==> src/rtl/pp_param_ctrl.sv <==
// pp_param_ctrl: frame-synchronous sequencer for the post-processing datapath
// controls (inversion enable, shift, gain). New settings arrive via a
// valid/ready handshake into a one-deep pending register. They are committed
// on the next vsync edge and then ramp toward the target one step per frame.
// Optional build macro PP_CTRL_INV_FADE_EN: an inversion change fades gain
// down to zero, flips inversion at zero and ramps back up, instead of
// switching inversion abruptly on the commit frame.
module pp_param_ctrl #(
    parameter int unsigned STEP_G   = 1024,
    parameter int unsigned STEP_S   = 4,
    parameter int unsigned GAIN_RST = 32768,
    parameter bit          VS_POL   = 1'b1
) (
    input  logic        vin_clk_i,
    input  logic        rst_i,
    input  logic        vin_vs_i,
    input  logic        cfg_valid_i,
    output logic        cfg_ready_o,
    input  logic        cfg_inv_i,
    input  logic [8:0]  cfg_shift_i,
    input  logic [17:0] cfg_gain_i,
    output logic        inv_en_o,
    output logic [29:0] shift_o,
    output logic [17:0] gain_o,
    output logic        busy_o
);

`ifdef PP_CTRL_INV_FADE_EN
    typedef enum logic [1:0] {IDLE, RAMP, FADE_OUT, FADE_IN} state_t;
`else
    typedef enum logic [1:0] {IDLE, RAMP} state_t;
`endif

    localparam logic signed [18:0] STEP_G_W = 19'(STEP_G);
    localparam logic signed [9:0]  STEP_S_W = 10'(STEP_S);

    state_t      state;
    state_t      state_nx;

    logic        vs_q;
    logic        fe;
    logic        accept;
    logic        commit;

    logic        pend_full;
    logic        pend_full_nx;
    logic        pend_inv;
    logic [8:0]  pend_shift;
    logic [17:0] pend_gain;

    logic        tgt_inv;
    logic [8:0]  tgt_shift;
    logic [17:0] tgt_gain;

    logic        nt_inv;
    logic [8:0]  nt_shift;
    logic [17:0] nt_gain;

    logic        inv_en;
    logic        inv_nx;
    logic [8:0]  shift;
    logic [8:0]  shift_nx;
    logic [17:0] gain;
    logic [17:0] gain_nx;
    logic        ready;
    logic        busy;

    logic signed [18:0] gain_diff;
    logic signed [9:0]  shift_diff;
    logic [17:0]        ramp_gain;
    logic [8:0]         ramp_shift;
    logic               ramp_done;

`ifdef PP_CTRL_INV_FADE_EN
    logic [17:0] fade_gain;
    logic        do_fade;
`endif

    // Frame edge is the transition of vsync into its active level.
    assign fe     = (vin_vs_i == VS_POL) && (vs_q != VS_POL);
    assign accept = cfg_valid_i && ready;
    assign commit = fe && pend_full;

    // The target seen by this frame's step: freshly committed values take effect immediately.
    always_comb begin
        nt_inv   = tgt_inv;
        nt_shift = tgt_shift;
        nt_gain  = tgt_gain;
        if (commit) begin
            nt_inv   = pend_inv;
            nt_shift = pend_shift;
            nt_gain  = pend_gain;
        end
    end

    // One bounded ramp step toward the target; differences are one bit wider so they never wrap.
    always_comb begin
        gain_diff  = $signed({1'b0, nt_gain}) - $signed({1'b0, gain});
        shift_diff = $signed({nt_shift[8], nt_shift}) - $signed({shift[8], shift});
        ramp_gain  = nt_gain;
        ramp_shift = nt_shift;
        if (gain_diff > STEP_G_W) begin
            ramp_gain = gain + 18'(STEP_G);
        end else if (gain_diff < -STEP_G_W) begin
            ramp_gain = gain - 18'(STEP_G);
        end
        if (shift_diff > STEP_S_W) begin
            ramp_shift = shift + 9'(STEP_S);
        end else if (shift_diff < -STEP_S_W) begin
            ramp_shift = shift - 9'(STEP_S);
        end
        ramp_done = (ramp_gain == nt_gain) && (ramp_shift == nt_shift);
    end

`ifdef PP_CTRL_INV_FADE_EN
    // Fade-out step: gain falls toward zero without undershooting.
    always_comb begin
        fade_gain = '0;
        if (gain > 18'(STEP_G)) begin
            fade_gain = gain - 18'(STEP_G);
        end
        do_fade = (state == FADE_OUT) || (commit && (pend_inv != inv_en));
    end
`endif

    // Next control values and state; everything holds except on a frame edge.
    always_comb begin
        state_nx = state;
        gain_nx  = gain;
        shift_nx = shift;
        inv_nx   = inv_en;
        if (fe) begin
`ifdef PP_CTRL_INV_FADE_EN
            if (do_fade) begin
                gain_nx = fade_gain;
                if (fade_gain == '0) begin
                    inv_nx   = nt_inv;
                    state_nx = FADE_IN;
                end else begin
                    state_nx = FADE_OUT;
                end
            end else if (commit || (state != IDLE)) begin
                gain_nx  = ramp_gain;
                shift_nx = ramp_shift;
                if (ramp_done) begin
                    state_nx = IDLE;
                end else if (state == FADE_IN) begin
                    state_nx = FADE_IN;
                end else begin
                    state_nx = RAMP;
                end
            end
`else
            if (commit || (state != IDLE)) begin
                gain_nx  = ramp_gain;
                shift_nx = ramp_shift;
                inv_nx   = nt_inv;
                state_nx = ramp_done ? IDLE : RAMP;
            end
`endif
        end
    end

    // Pending slot fills on a handshake and empties when it is committed.
    always_comb begin
        pend_full_nx = pend_full;
        if (accept) begin
            pend_full_nx = 1'b1;
        end else if (commit) begin
            pend_full_nx = 1'b0;
        end
    end

    // All state and registered outputs; reset abandons any ramp or pending setting.
    always_ff @(posedge vin_clk_i) begin
        if (rst_i) begin
            vs_q       <= VS_POL;
            state      <= IDLE;
            pend_full  <= 1'b0;
            pend_inv   <= 1'b0;
            pend_shift <= '0;
            pend_gain  <= '0;
            tgt_inv    <= 1'b0;
            tgt_shift  <= '0;
            tgt_gain   <= 18'(GAIN_RST);
            inv_en     <= 1'b0;
            shift      <= '0;
            gain       <= 18'(GAIN_RST);
            ready      <= 1'b1;
            busy       <= 1'b0;
        end else begin
            vs_q      <= vin_vs_i;
            pend_full <= pend_full_nx;
            if (accept) begin
                pend_inv   <= cfg_inv_i;
                pend_shift <= cfg_shift_i;
                pend_gain  <= cfg_gain_i;
            end
            if (commit) begin
                tgt_inv   <= pend_inv;
                tgt_shift <= pend_shift;
                tgt_gain  <= pend_gain;
            end
            state  <= state_nx;
            inv_en <= inv_nx;
            shift  <= shift_nx;
            gain   <= gain_nx;
            ready  <= ~pend_full_nx;
            busy   <= (state_nx != IDLE) || pend_full_nx;
        end
    end

    assign cfg_ready_o = ready;
    assign inv_en_o    = inv_en;
    assign shift_o     = {{21{shift[8]}}, shift};
    assign gain_o      = gain;
    assign busy_o      = busy;

endmodule

==> config.mk <==
export PLATFORM = sky130hd
export DESIGN_NAME = pp_param_ctrl
export DESIGN_NICKNAME = d
export VERILOG_FILES = /design/src/rtl/pp_param_ctrl.sv
export SDC_FILE = /design/constraint.sdc
export NUM_CORES = 1
export LEC_CHECK = 0
export CAP_MARGIN = 20
export CORE_ASPECT_RATIO = 0.75
export CORE_UTILIZATION = 55
export CTS_BUF_LIST = sky130_fd_sc_hd__clkbuf_16
export CTS_CLUSTER_DIAMETER = 60
export DETAILED_ROUTE_END_ITERATION = 16
export GPL_ROUTABILITY_DRIVEN = 0
export GPL_TIMING_DRIVEN = 0
export PLACE_DENSITY = 0.83
export SYNTH_ARGS = -nofsm -noshare
export SYNTH_HDL_FRONTEND = slang
export SYNTH_SLANG_ARGS = --single-unit
==> constraint.sdc <==
create_clock -name vin_clk_i -period 9.2 [get_ports vin_clk_i]
set_input_delay 1.38 -clock vin_clk_i [delete_from_list [all_inputs] [get_ports vin_clk_i]]
set_output_delay 1.38 -clock vin_clk_i [all_outputs]
set_load 0.1 [all_outputs]
==> results_dict.tcl <==
set metrics [dict create \
    ys.flop_type "dfxtp_1" \
    setup_violations 0 \
    cts_setup_buffers 0 \
    finalHoldViolations 0 \
    pwr-share-seq 0.309 \
    grt_pass1_wl_mm 28.9 \
    ff2ff_setup_slack_ns 3.49 \
    powerDensity_nw_per_um2 174 \
    fin_nets 998 \
    syn_area_um2 6470 \
    vias_per_cell 6.02 \
    yosysMostFrequentCell "nand2_1" \
    startpoint_type "input port" \
    syn_area_per_cell_um2 7.69 \
    insertion_delay_ns 0.35 \
    grt.overflow.total 0 \
    switching_share 0.408 \
    yosys-top-cells-count "nand2_1, dfxtp_1, a21oi_1, nor2_1, inv_1" \
    vias 6592 \
    htreeDepth 3 \
    grt_pass1_vias 5824 \
    fin_crit_sh 0.762 \
    yosys.area.top_type "dfxtp_1" \
    p_leak_nw 3.40 \
    clockBufferDepth 2 \
    drtIter0Drc 735 \
    r2r_end "busy_o" \
    relSlewSlack 0.314 \
    ys_async_sr_fraction 0 \
    num_antenna_cells 0 \
    synth_cells 841 \
    path_delay_family "simple AND/OR/NAND/NOR gates" \
    clkSlewWorstSetupHoldPaths_ns 0.07 \
    endpoint "busy_o" \
    fin_crit_ns 7.01 \
    top_layer "met4" \
    ctsHoldBuffers 0 \
    fin_skew_ns 0.0105 \
    critPathKind "input port to register" \
    cts_buffers 9 \
    reg2reg_from "vs_q" \
    rr_worst_depth 18 \
    end_kind "register" \
    crit_cells 19 \
    final_layout_size_suffix_gt1_frac 0.0778 \
    ios 83 \
    cts_root_buf "clkbuf_16" \
    drc 0 \
    cts_resized 0 \
    required_ns 9.39 \
    wl_met3_mm 1.82 \
    initial_core_util 0.578 \
    yosysWarnings 0 \
    dp_hpwl_mm 13.9 \
    fp.dieH_um 95.9 \
    syn-num-nets 906 \
    crit_slowest_cell "or4_4" \
    worstPathArrival_ns 7.20 \
    p_clk_frac 0.267 \
    whs_ns 0.460 \
    worst_pin_slew_ns 1.02 \
    io_buffers 81 \
    synth_edf_count 0 \
    critical_path.max_fanout 10 \
    switchingPower_uw 549 \
    wl_per_cell_um 16.3 \
    wirelength_met1_mm 8.70 \
    num_rows 33 \
    power_frac_comb 0.424 \
    crit_start "vin_vs_i" \
    synth_area_leaders "dfxtp_1, ha_1, a21oi_1" \
    cap_violations 0 \
    internal-power_uw 798 \
    p_total_mw 1.35 \
    fmax_ghz 0.143 \
    drt-pass1-iter-count 6 \
    dr_wl_met2_mm 7.22 \
    hold_class "register to register" \
    synth-seq-cells 90 \
    synth.top_cell.area_share 0.278 \
    ant_nets 0 \
    critPathBufInv 4 \
    tns_ns 0 \
    antenna_found_initial 0 \
    rsz0062_at_grt "false" \
    tritoncts "done" \
    nFillCells 923 \
    layout_setup_ws_ns 2.19 \
    path_cells "clkdlybuf4s50_1 > nor2b_1 > nand2_2 > buf_2 > buf_2 > mux2i_1 > ha_1 > inv_1 > fa_1 > a21o_1 > and4_4 > or3_4 > a2111oi_4 > nand4_1 > a311o_1 > a211o_1 > or4_4 > o31ai_2 > nand3_1" \
    slew_violations 0 \
    critPathMostFrequentCell "buf_2" \
    drt-total-wl_mm 17.9 \
    die_width_um 127 \
    cts.sinks 90 \
    seq_area_frac_synth 0.278 \
    dp_slack_ns 1.92 \
    track_usage 0.300 \
    area_delta_synth_final_pct 20.0 \
    die_area_um2 12200 \
    ys_types 78 \
    grt_max_degree 29 \
    status "finished, final reports clean" \
    core_um2 11200 \
    max_stage_delay_ns 0.53 \
    ir_worst_vdd_mv 0.111 \
]
## worst min-delay path by stage
| stage | startpoint | end | cells after the start |
|---|---|---|---|
| after detailed placement | pend_gain[3] | pend_gain[3] | 2 |
| after floorplan | pend_gain[13] | pend_gain[13] | 2 |
| final | pend_gain[7] | pend_gain[7] | 2 |
| after CTS | pend_gain[3] | pend_gain[3] | 2 |
| after global routing | pend_gain[5] | pend_gain[5] | 2 |
| after global placement | pend_shift[7] | pend_shift[7] | 2 |
## cells by family (layout without fill, tap and decap cells)
logic type / count (synthesis) / after routing / synth area share
compound gates: 227 / 227 / 0.243
xor+xnor: 40 / 40 / 0.0541
fa+ha+maj: 33 / 33 / 0.0661
buf+inv: 124 / 221 / 0.0874
flops: 90 / 90 / 0.278
mux: 34 / 34 / 0.0536
simple gates: 293 / 293 / 0.218
## worst min-delay path, delay by kind of cell (launching register included)
family / cells / cell delay [ns]
AO/OA/AOI/OAI: 1 / 0.05
AND/OR/NAND/NOR: 1 / 0.05
flip-flops: 1 / 0.31
## metrics by stage
| step | utilization | cell area [µm²] | cells |
|---|---|---|---|
| 2_1_floorplan | - | 6470 | 841 |
| 3_3_place_gp | 0.668 | 7480 | 1079 |
| 6_report | 0.694 | 7760 | 1095 |
| 4_1_cts | 0.694 | 7760 | 1095 |
| 3_5_place_dp | 0.668 | 7480 | 1079 |
| 5_1_grt | 0.694 | 7760 | 1095 |
## registers in the layout (all words and copies together) (netlist names), 2 cells and up
register    cells
tgt_gain       18
state           2
pend_gain      18
tgt_shift       9
gain_o         18
shift           9
pend_shift      9
## layout make-up
type	count	area, µm²	share of cell area
buffer	63	337	0.0434
clock buffer	9	225	0.0290
clock inverter	7	60.1	0.00774
inverter	61	229	0.0295
multi-input combinational	627	4100	0.529
sequential	90	1800	0.232
tap	157	196	0.0253
timing repair buffer	81	811	0.104
## power by group through the flow
stage / Clock (mW) / Sequential [mW] / Combinational (mW)
after floorplan: 0 / 0.459 / 0.387
after CTS: 0.363 / 0.416 / 0.554
after global routing: 0.381 / 0.418 / 0.612
final: 0.360 / 0.416 / 0.571
after detailed placement: 0 / 0.425 / 0.551
after global placement: 0 / 0.424 / 0.546
## layer usage
metal | GRT usage | up-vias
met4 | 0.0605 | 0
met2 | 0.436 | 342
li1 | - | 3203
met5 | 0 | -
met3 | 0.0756 | 18
met1 | 0.442 | 3029
## placed cells by master, fill, tap and decap left out, types with 5 or more instances in the layout
cell type         n
nand2b_1          7
nor2b_1           5
nor4_1           11
o211ai_1         15
o21ai_0          14
nor3_1           18
clkbuf_1         28
and3_1            5
or2_2             6
xor2_1            7
mux2_2            5
buf_2            11
buf_4            23
nor2_1           71
mux2i_1          29
a221oi_1          8
dfxtp_1          90
nand3_1          22
or3_1            10
a21oi_1          75
a21o_1           11
clkbuf_16         9
o21ai_1           6
ha_1             31
nand4_1          12
xnor2_1          33
a211oi_1         24
inv_1            61
nand2_1          98
clkdlybuf4s50_1  81
o22ai_1           9
No activity file was read; power rests on OpenSTA's default activity.
